===== config.mk =====
export PLATFORM = sky130hd
export DESIGN_NAME = shiftreg_uni_flat
export DESIGN_NICKNAME = d
export VERILOG_FILES = /design/src/rtl/shiftreg_pkg.sv /design/src/rtl/shiftreg_uni_if.sv /design/src/rtl/shiftreg_step.sv /design/src/rtl/shiftreg_uni.sv /design/src/flat_wrapper.sv
export SDC_FILE = /design/constraint.sdc
export NUM_CORES = 1
export LEC_CHECK = 0
export CORE_AREA = 2 2 109 111
export DETAILED_ROUTE_END_ITERATION = 7
export DIE_AREA = 0 0 111 113
export GPL_TIMING_DRIVEN = 0
export HOLD_SLACK_MARGIN = 0.15
export PLACE_DENSITY = 0.82
export REMOVE_ABC_BUFFERS = 1
export SLEW_MARGIN = 20
export SYNTH_ARGS = -nofsm -noshare
export SYNTH_HDL_FRONTEND = slang
export SYNTH_HIERARCHICAL = 1
export SYNTH_SLANG_ARGS = --single-unit

===== constraint.sdc =====
create_clock -name clk -period 3.9 [get_ports clk]
set_input_delay 0.39 -clock clk [delete_from_list [all_inputs] [get_ports clk]]
set_output_delay 0.39 -clock clk [all_outputs]
set_load 0.01 [all_outputs]

===== src/rtl/shiftreg_pkg.sv =====
// shiftreg_pkg: opcode and FSM state definitions shared by the shift register blocks
package shiftreg_pkg;
    localparam int OPW = 3;
    typedef enum logic [OPW-1:0] {
        OP_NOP  = 3'd0,
        OP_LOAD = 3'd1,
        OP_SHL  = 3'd2,
        OP_SHR  = 3'd3,
        OP_ROL  = 3'd4,
        OP_ROR  = 3'd5
    } op_e;
    typedef enum logic {IDLE = 1'b0, RUN = 1'b1} state_e;
    function automatic logic is_shift(input logic [OPW-1:0] op);
        return op == OP_SHL || op == OP_SHR || op == OP_ROL || op == OP_ROR;
    endfunction
endpackage


===== src/rtl/shiftreg_uni_if.sv =====
// shiftreg_uni_if: command handshake, serial and parallel data of the shift register
interface shiftreg_uni_if import shiftreg_pkg::*; #(
    parameter int DW = 64,
    parameter int SW = 1,
    parameter int CW = $clog2(DW/SW+1)
);
    logic           cmd_valid;
    logic           cmd_ready;
    logic [OPW-1:0] cmd_op;
    logic [CW-1:0]  cmd_count;
    logic [DW-1:0]  load_data;
    logic [SW-1:0]  sin_lo;
    logic [SW-1:0]  sin_hi;
    logic [DW-1:0]  out;
    logic [SW-1:0]  sout_lo;
    logic [SW-1:0]  sout_hi;
    logic           busy;
    logic           done;
    modport master (
        output cmd_valid, cmd_op, cmd_count, load_data, sin_lo, sin_hi,
        input  cmd_ready, out, sout_lo, sout_hi, busy, done
    );
    modport slave (
        input  cmd_valid, cmd_op, cmd_count, load_data, sin_lo, sin_hi,
        output cmd_ready, out, sout_lo, sout_hi, busy, done
    );
endinterface


===== src/rtl/shiftreg_step.sv =====
// shiftreg_step: combinational single-step next value for shift/rotate opcodes
module shiftreg_step import shiftreg_pkg::*; #(
    parameter int DW = 64,
    parameter int SW = 1
) (
    input  logic [OPW-1:0] op,
    input  logic [DW-1:0]  cur,
    input  logic [SW-1:0]  sin_lo,
    input  logic [SW-1:0]  sin_hi,
    output logic [DW-1:0]  nxt
);
    always_comb begin
        nxt = op == OP_SHL ? {cur[DW-SW-1:0], sin_lo} :
              op == OP_SHR ? {sin_hi, cur[DW-1:SW]} :
              op == OP_ROL ? {cur[DW-SW-1:0], cur[DW-1:DW-SW]} :
              op == OP_ROR ? {cur[SW-1:0], cur[DW-1:SW]} : cur;
    end
endmodule


===== src/rtl/shiftreg_uni.sv =====
// shiftreg_uni: universal shift register executing multi-step shift/rotate commands
module shiftreg_uni import shiftreg_pkg::*; #(
    parameter int DW = 64,
    parameter int SW = 1,
    parameter int CW = $clog2(DW/SW+1)
) (
    input logic           clk,
    input logic           rst,
    shiftreg_uni_if.slave bus
);
    state_e         state, state_n;
    logic [CW-1:0]  cnt, cnt_n;
    logic [OPW-1:0] op_q, op_n;
    logic [DW-1:0]  q, q_n, nxt;
    logic           done_q, done_n;
    logic           accept;
    assign accept = bus.cmd_valid && state == IDLE;
    shiftreg_step #(.DW(DW), .SW(SW)) u_step (
        .op     (state == RUN ? op_q : bus.cmd_op),
        .cur    (q),
        .sin_lo (bus.sin_lo),
        .sin_hi (bus.sin_hi),
        .nxt    (nxt)
    );
    // cnt holds the steps still to run after the current edge
    always_comb begin
        state_n = state;
        cnt_n   = cnt;
        op_n    = op_q;
        q_n     = q;
        done_n  = 1'b0;
        if (state == RUN) begin
            q_n   = nxt;
            cnt_n = cnt - CW'(1);
            if (cnt == CW'(1)) begin
                state_n = IDLE;
                done_n  = 1'b1;
            end
        end else if (accept) begin
            done_n = 1'b1;
            op_n   = bus.cmd_op;
            if (bus.cmd_op == OP_LOAD) q_n = bus.load_data;
            else if (is_shift(bus.cmd_op) && bus.cmd_count != '0) begin
                q_n = nxt;
                if (bus.cmd_count > CW'(1)) begin
                    state_n = RUN;
                    cnt_n   = bus.cmd_count - CW'(1);
                    done_n  = 1'b0;
                end
            end
        end
    end
    always_ff @(posedge clk or posedge rst) begin
        if (rst) begin
            state  <= IDLE;
            cnt    <= '0;
            op_q   <= OP_NOP;
            q      <= '0;
            done_q <= 1'b0;
        end else begin
            state  <= state_n;
            cnt    <= cnt_n;
            op_q   <= op_n;
            q      <= q_n;
            done_q <= done_n;
        end
    end
    assign bus.out       = q;
    assign bus.sout_lo   = q[SW-1:0];
    assign bus.sout_hi   = q[DW-1:DW-SW];
    assign bus.busy      = state == RUN;
    assign bus.cmd_ready = state != RUN;
    assign bus.done      = done_q;
endmodule


===== src/flat_wrapper.sv =====
// flat-port wrapper written by rule: the top's interface ports become plain ports
module shiftreg_uni_flat import shiftreg_pkg::*;
#(
    parameter int DW = 64,
    parameter int SW = 1,
    parameter int CW = $clog2(DW/SW+1)
)
  (clk, rst, bus_cmd_valid, bus_cmd_op, bus_cmd_count, bus_load_data, bus_sin_lo, bus_sin_hi, bus_cmd_ready, bus_out, bus_sout_lo, bus_sout_hi, bus_busy, bus_done);
  shiftreg_uni_if #(.DW(DW), .SW(SW), .CW(CW)) bus_i ();
  input logic clk;
  input logic rst;
  input wire logic [$bits(bus_i.cmd_valid)-1:0] bus_cmd_valid;
  input wire logic [$bits(bus_i.cmd_op)-1:0] bus_cmd_op;
  input wire logic [$bits(bus_i.cmd_count)-1:0] bus_cmd_count;
  input wire logic [$bits(bus_i.load_data)-1:0] bus_load_data;
  input wire logic [$bits(bus_i.sin_lo)-1:0] bus_sin_lo;
  input wire logic [$bits(bus_i.sin_hi)-1:0] bus_sin_hi;
  output wire logic [$bits(bus_i.cmd_ready)-1:0] bus_cmd_ready;
  output wire logic [$bits(bus_i.out)-1:0] bus_out;
  output wire logic [$bits(bus_i.sout_lo)-1:0] bus_sout_lo;
  output wire logic [$bits(bus_i.sout_hi)-1:0] bus_sout_hi;
  output wire logic [$bits(bus_i.busy)-1:0] bus_busy;
  output wire logic [$bits(bus_i.done)-1:0] bus_done;
  assign bus_i.cmd_valid = bus_cmd_valid;
  assign bus_i.cmd_op = bus_cmd_op;
  assign bus_i.cmd_count = bus_cmd_count;
  assign bus_i.load_data = bus_load_data;
  assign bus_i.sin_lo = bus_sin_lo;
  assign bus_i.sin_hi = bus_sin_hi;
  assign bus_cmd_ready = bus_i.cmd_ready;
  assign bus_out = bus_i.out;
  assign bus_sout_lo = bus_i.sout_lo;
  assign bus_sout_hi = bus_i.sout_hi;
  assign bus_busy = bus_i.busy;
  assign bus_done = bus_i.done;
  shiftreg_uni #(.DW(DW), .SW(SW), .CW(CW)) u_core (.clk(clk), .rst(rst), .bus(bus_i));
endmodule

# == Yosys cells after proc, flatten, opt, wreduce, memory -nomap -nowiden ==
# Cells that the tools add are included.
# classes
muxes,26
reduce_logical,13
n_eq_ne,11
add_sub_neg,2
n_bitwise,1
magnitude_cmp,1
# ops
cell,count
$mux 64,8
$mux 7,5
$sub 7x1->7 const B,2
$eq 3x2->1 const B,4
$eq 3x3->1 const B,4
$mux 1,12
$eq 7x1->1 const B,1
$gt 7x1->1 const B,1
$reduce_bool 7->1,1
$reduce_bool 2->1,3
$reduce_and 2->1,2
$reduce_and 4->1,1
$eq 3x1->1 const B,1
$logic_or 1x1->1,3
$mux 3,1
$reduce_bool 3->1,1
$logic_and 1x1->1,2
$ne 2x1->1 const B,1
$not 1->1,1
# word_totals
word_cells,59
output_inout_bits,69
reg_bits,76

# == Depth between registers and ports, before layout ==
# depth
depth_word,10
mapped_depth,11

# == Modules after synthesis ==
# Netlist, hierarchy kept.
# modules_own_cells
module,cells_each,n_inst,area_each_um2,seq_area_each_um2
shiftreg_uni,305,1,4111.4,1901.8
shiftreg_step,224,1,1447.6,0.0

# == Worst setup path after synthesis ==
# OpenSTA, ideal clock, no wires.
# synth_timing
path_type,reg2reg
from,"register u_core.state, in the netlist u_core/bus.busy"
to,"register u_core.q[54], in the netlist u_core/bus.out[54]"
setup_slack_ps,997
setup_ps,125
path_stages_with_launch,10
t_arrival_ps,2778
period_less_slack_ps,2903
required_time_ps,3775
cell_sequence,dfrtp_1 -> buf_1 -> buf_1 -> mux2_2 -> buf_2 -> xnor2_2 -> clkbuf_1 -> o21ai_0 -> mux2_2 -> mux2_2
# synth_between
elab_chain_cells,10
elab_cells_between_ends,18
classes_between,eq/ne (4); mux (9); bitwise (1); reduce/logical (4)
# synth_rtl
item,line_no,rtl
"start, declared",shiftreg_uni.sv:11,"state_e state, state_n;"
"start signal, assigned",shiftreg_uni.sv:61,state <= state_n;
$mux 3 *,shiftreg_uni.sv:19,".op (state == RUN ? op_q : bus.cmd_op),"
$eq 3x3->1,shiftreg_step.sv:16,"op == OP_ROR ? {cur[SW-1:0], cur[DW-1:SW]} : cur;"
$mux 64,shiftreg_step.sv:16,
$mux 64,shiftreg_step.sv:15,"op == OP_ROL ? {cur[DW-SW-1:0], cur[DW-1:DW-SW]} :"
$mux 64,shiftreg_step.sv:14,"op == OP_SHR ? {sin_hi, cur[DW-1:SW]} :"
$mux 64 *,shiftreg_step.sv:13,"nxt = op == OP_SHL ? {cur[DW-SW-1:0], sin_lo} :"
named net u_core.nxt[54],shiftreg_uni.sv:14,"logic [DW-1:0] q, q_n, nxt;"
$mux 64,shiftreg_uni.sv:43,else if (is_shift(bus.cmd_op) && bus.cmd_count != '0) begin
$mux 64,shiftreg_uni.sv:42,if (bus.cmd_op == OP_LOAD) q_n = bus.load_data;
$mux 64,shiftreg_uni.sv:39,end else if (accept) begin
$mux 64 *,shiftreg_uni.sv:32,if (state == RUN) begin
"end signal, assigned",shiftreg_uni.sv:64,q <= q_n;
"end, declared",shiftreg_uni.sv:14,
# The timed path passes the listed nets; every way through them passes the cells marked *. The select of a mux whose other input is x is not followed.
# A chain may end at the register's enable or synchronous reset.

# == Worst setup path in the final report ==
# layout_timing
from,"register u_core.state, in the netlist u_core/bus.busy"
to,"register u_core.q[34], in the netlist u_core/bus.out[34]"
# Same word-level chain as after synthesis.

==> impl_metrics.toml <==
[placement]
gp_congestion = 0.850
place.port_buffers = 147
hpwl_mm = 10.0

[layout]
fin_nets = 747
n_antenna_cell = 0
layout-drive-gt1-share = 0.258
syn_to_final_growth_pct = 33.9

[yosys]
synth_mux_area_frac = 0.388
post-synth-top-area-fraction = 0.342
yosys_most_used_dff = "dfrtp_1"
synth_compound_area_frac = 0.111
ys_seq_area_frac = 0.342
avgSynthCellArea_um2 = 10.5
syn_inst = 529
synth-seq-cells = 76
synth_cell_type_count = 45
synth_top_family_by_area = "multiplexers"
synth-xor-area-share = 0.00923
yosysTopAreaCell = "dfrtp_1"
synth_adder_area_share = 0.0113
synth.area.top_cells = "dfrtp_1 (34%), mux2_2 (27%), mux2i_1 (12%)"
synth_commonest_cells = "mux2_2 (134), dfrtp_1 (76), nand2_1 (66)"
synthSimpleGateAreaFrac = 0.0777
yosysMostFrequentCell = "mux2_2"
synthArstFlopShare = 1.00
synth_edf_count = 0
syn_area_um2 = 5560
yosys_warnings = 6

[sta]
rsz0062_at_grt = "false"
slew_viol_final = 0
fmax_ghz = 0.299
setup_viol = 0
tightest_slew_ns = 0.896
clock_skew_ns = 0.00847
hold_viol_final = 0
period_needed_ns = 3.35
tns_ns = 0
post-route-period-util = 0.858
slew_headroom = 0.403

[cts]
cts_inserted_buffers = 9
cts_sinks = 76
clockBufferDepth = 2
cts-root-buf = "clkbuf_16"
clkLatencyLatePin_ns = 0.32
h-tree-depth = 3
post_cts_buffers = 0
post_cts_resized = 0
cts_tree = "done"
ctsHoldBuffers = 0
clkTransAtPathRegs_ns = 0.06

[min_path]
min_path_type = "input port to asynchronous set/reset pin"

[critical_path]
crit_path_end_kind = "register"
cp-start-kind = "register"
worstPathRequired_ns = 4.10
crit_type = "register to register"
worstPathArrival_ns = 3.55
cp_max_fo = 36
rrSetupSlack_ns = 0.55

[route]
antenna_left = 0
route.detailed.drc = 0
first_pass_iters = 4
wl_met2_mm = 6.65
met1_length_mm = 6.18
wl_met3_um = 964
num_vias = 4543
drtIter0Drc = 233
viasPerCell = 5.61
totalWireLength_mm = 14.1
wire_per_inst_um = 17.4
top_layer_used = "met4"

[global_route]
antenna_found_initial = 0
grt_max_degree = 46
grt_pass1_wl_mm = 23.1
grtUsageTotal = 0.223
grt_overflow = 0
first_global_vias = 4675

[floorplanning]
core_um2 = 11300
io_pins = 148
fp.dieW_um = 111
start_util = 0.493
dieArea_um2 = 12500
die_y_um = 113
fp-row-count = 39

[pwr]
powerDensity_nw_per_um2 = 746
p_leak_nw = 3.24
ir_drop_mv = 0.606
p_total_mw = 5.55

[job]
max-cap-violations = 0

[outcome]
status = "completed"
-- through the flow --
stage / setup WS (ns) / instances / hold WS [ns] / util / cell area, µm²
2_1_floorplan: -4.49 / 489 / 0.467 / - / 5260
3_3_place_gp: -8.95 / 779 / 0.485 / 0.613 / 6910
3_5_place_dp: 0.595 / 795 / 0.492 / 0.635 / 7160
4_1_cts: 0.603 / 810 / 0.457 / 0.660 / 7440
5_1_grt: 0.386 / 810 / 0.481 / 0.660 / 7440
6_report: 0.554 / 810 / 0.454 / 0.660 / 7440
-- cell usage in the layout, fill, tap and decap left out, drive strengths merged, types with 2 or more instances in the layout --
cell / instances
clkdlybuf4s50: 147
mux2: 134
dfrtp: 76
o21ai: 68
nand2: 66
mux2i: 65
buf: 16
clkbuf: 13
nor2: 10
inv: 8
nor3: 6
ha: 5
a31oi: 5
xor2: 4
a211oi: 4
nor4b: 4
nor2b: 3
a211o: 3
a21oi: 3
o31ai: 3
or3: 2
nor3b: 2
clkinv: 2
-- report_power, final --
| part | switching, mW | leakage [nW] | internal (mW) |
|---|---|---|---|
| clock network | 0.305 | 0.140 | 0.509 |
| logic | 1.46 | 2.09 | 1.79 |
| registers | 0.391 | 1.01 | 1.10 |
| total | 2.15 | 3.24 | 3.40 |
-- metal layers --
layer,GRT usage,up-vias
met5,0,-
met1,0.282,2196
met3,0.0691,19
li1,-,2194
met2,0.367,134
met4,0.0692,0
-- area by class of cell --
| type | instances | area (µm²) |
|---|---|---|
| sequential | 76 | 1900 |
| fill | 912 | 3830 |
| timing repair buffer | 163 | 1690 |
| multi-input combinational | 404 | 3350 |
| clock buffer | 13 | 250 |
| clock inverter | 2 | 35.0 |
| tap | 143 | 179 |
| inverter | 9 | 36.3 |
-- final timing paths --
kind | startpoint | endpoint | cells after the start
hold / removal | rst | u_core/bus.out[5] | 2
setup / recovery | u_core/bus.busy | u_core/bus.out[34] | 7
hold reg to reg | u_core/op_q[2] | u_core/op_q[2] | 1
min in group clk | u_core/op_q[2] | u_core/op_q[2] | 1
max in group asynchronous | rst | u_core/bus.out[30] | 3
setup reg to reg | u_core/bus.busy | u_core/bus.out[34] | 7
-- registers in the layout, summed over array words and instances (netlist names) --
signal	count
u_core/cnt	7
u_core/bus.done	1
u_core/bus.busy	1
u_core/op_q	3
u_core/bus.out	64
-- logic make-up (layout without fill, tap and decap cells) --
family | count (synthesis) | in the layout
XOR/XNOR | 5 | 5
buffers and inverters | 49 | 187
AO/OA/AOI/OAI | 97 | 97
adder cells (fa/ha/maj) | 5 | 5
flip-flops | 76 | 76
AND/OR/NAND/NOR | 98 | 98
multiplexers | 199 | 199
-- worst max-delay path, cell delays in order, from the launching register on --
cell	delay, ns
dfrtp_1	0.93
mux2_2	0.52
xnor2_4	0.67
buf_16	0.25
buf_16	0.19
o21ai_0	0.11
mux2_2	0.26
mux2_2	0.27
No activity file was read; power rests on OpenSTA's default activity.
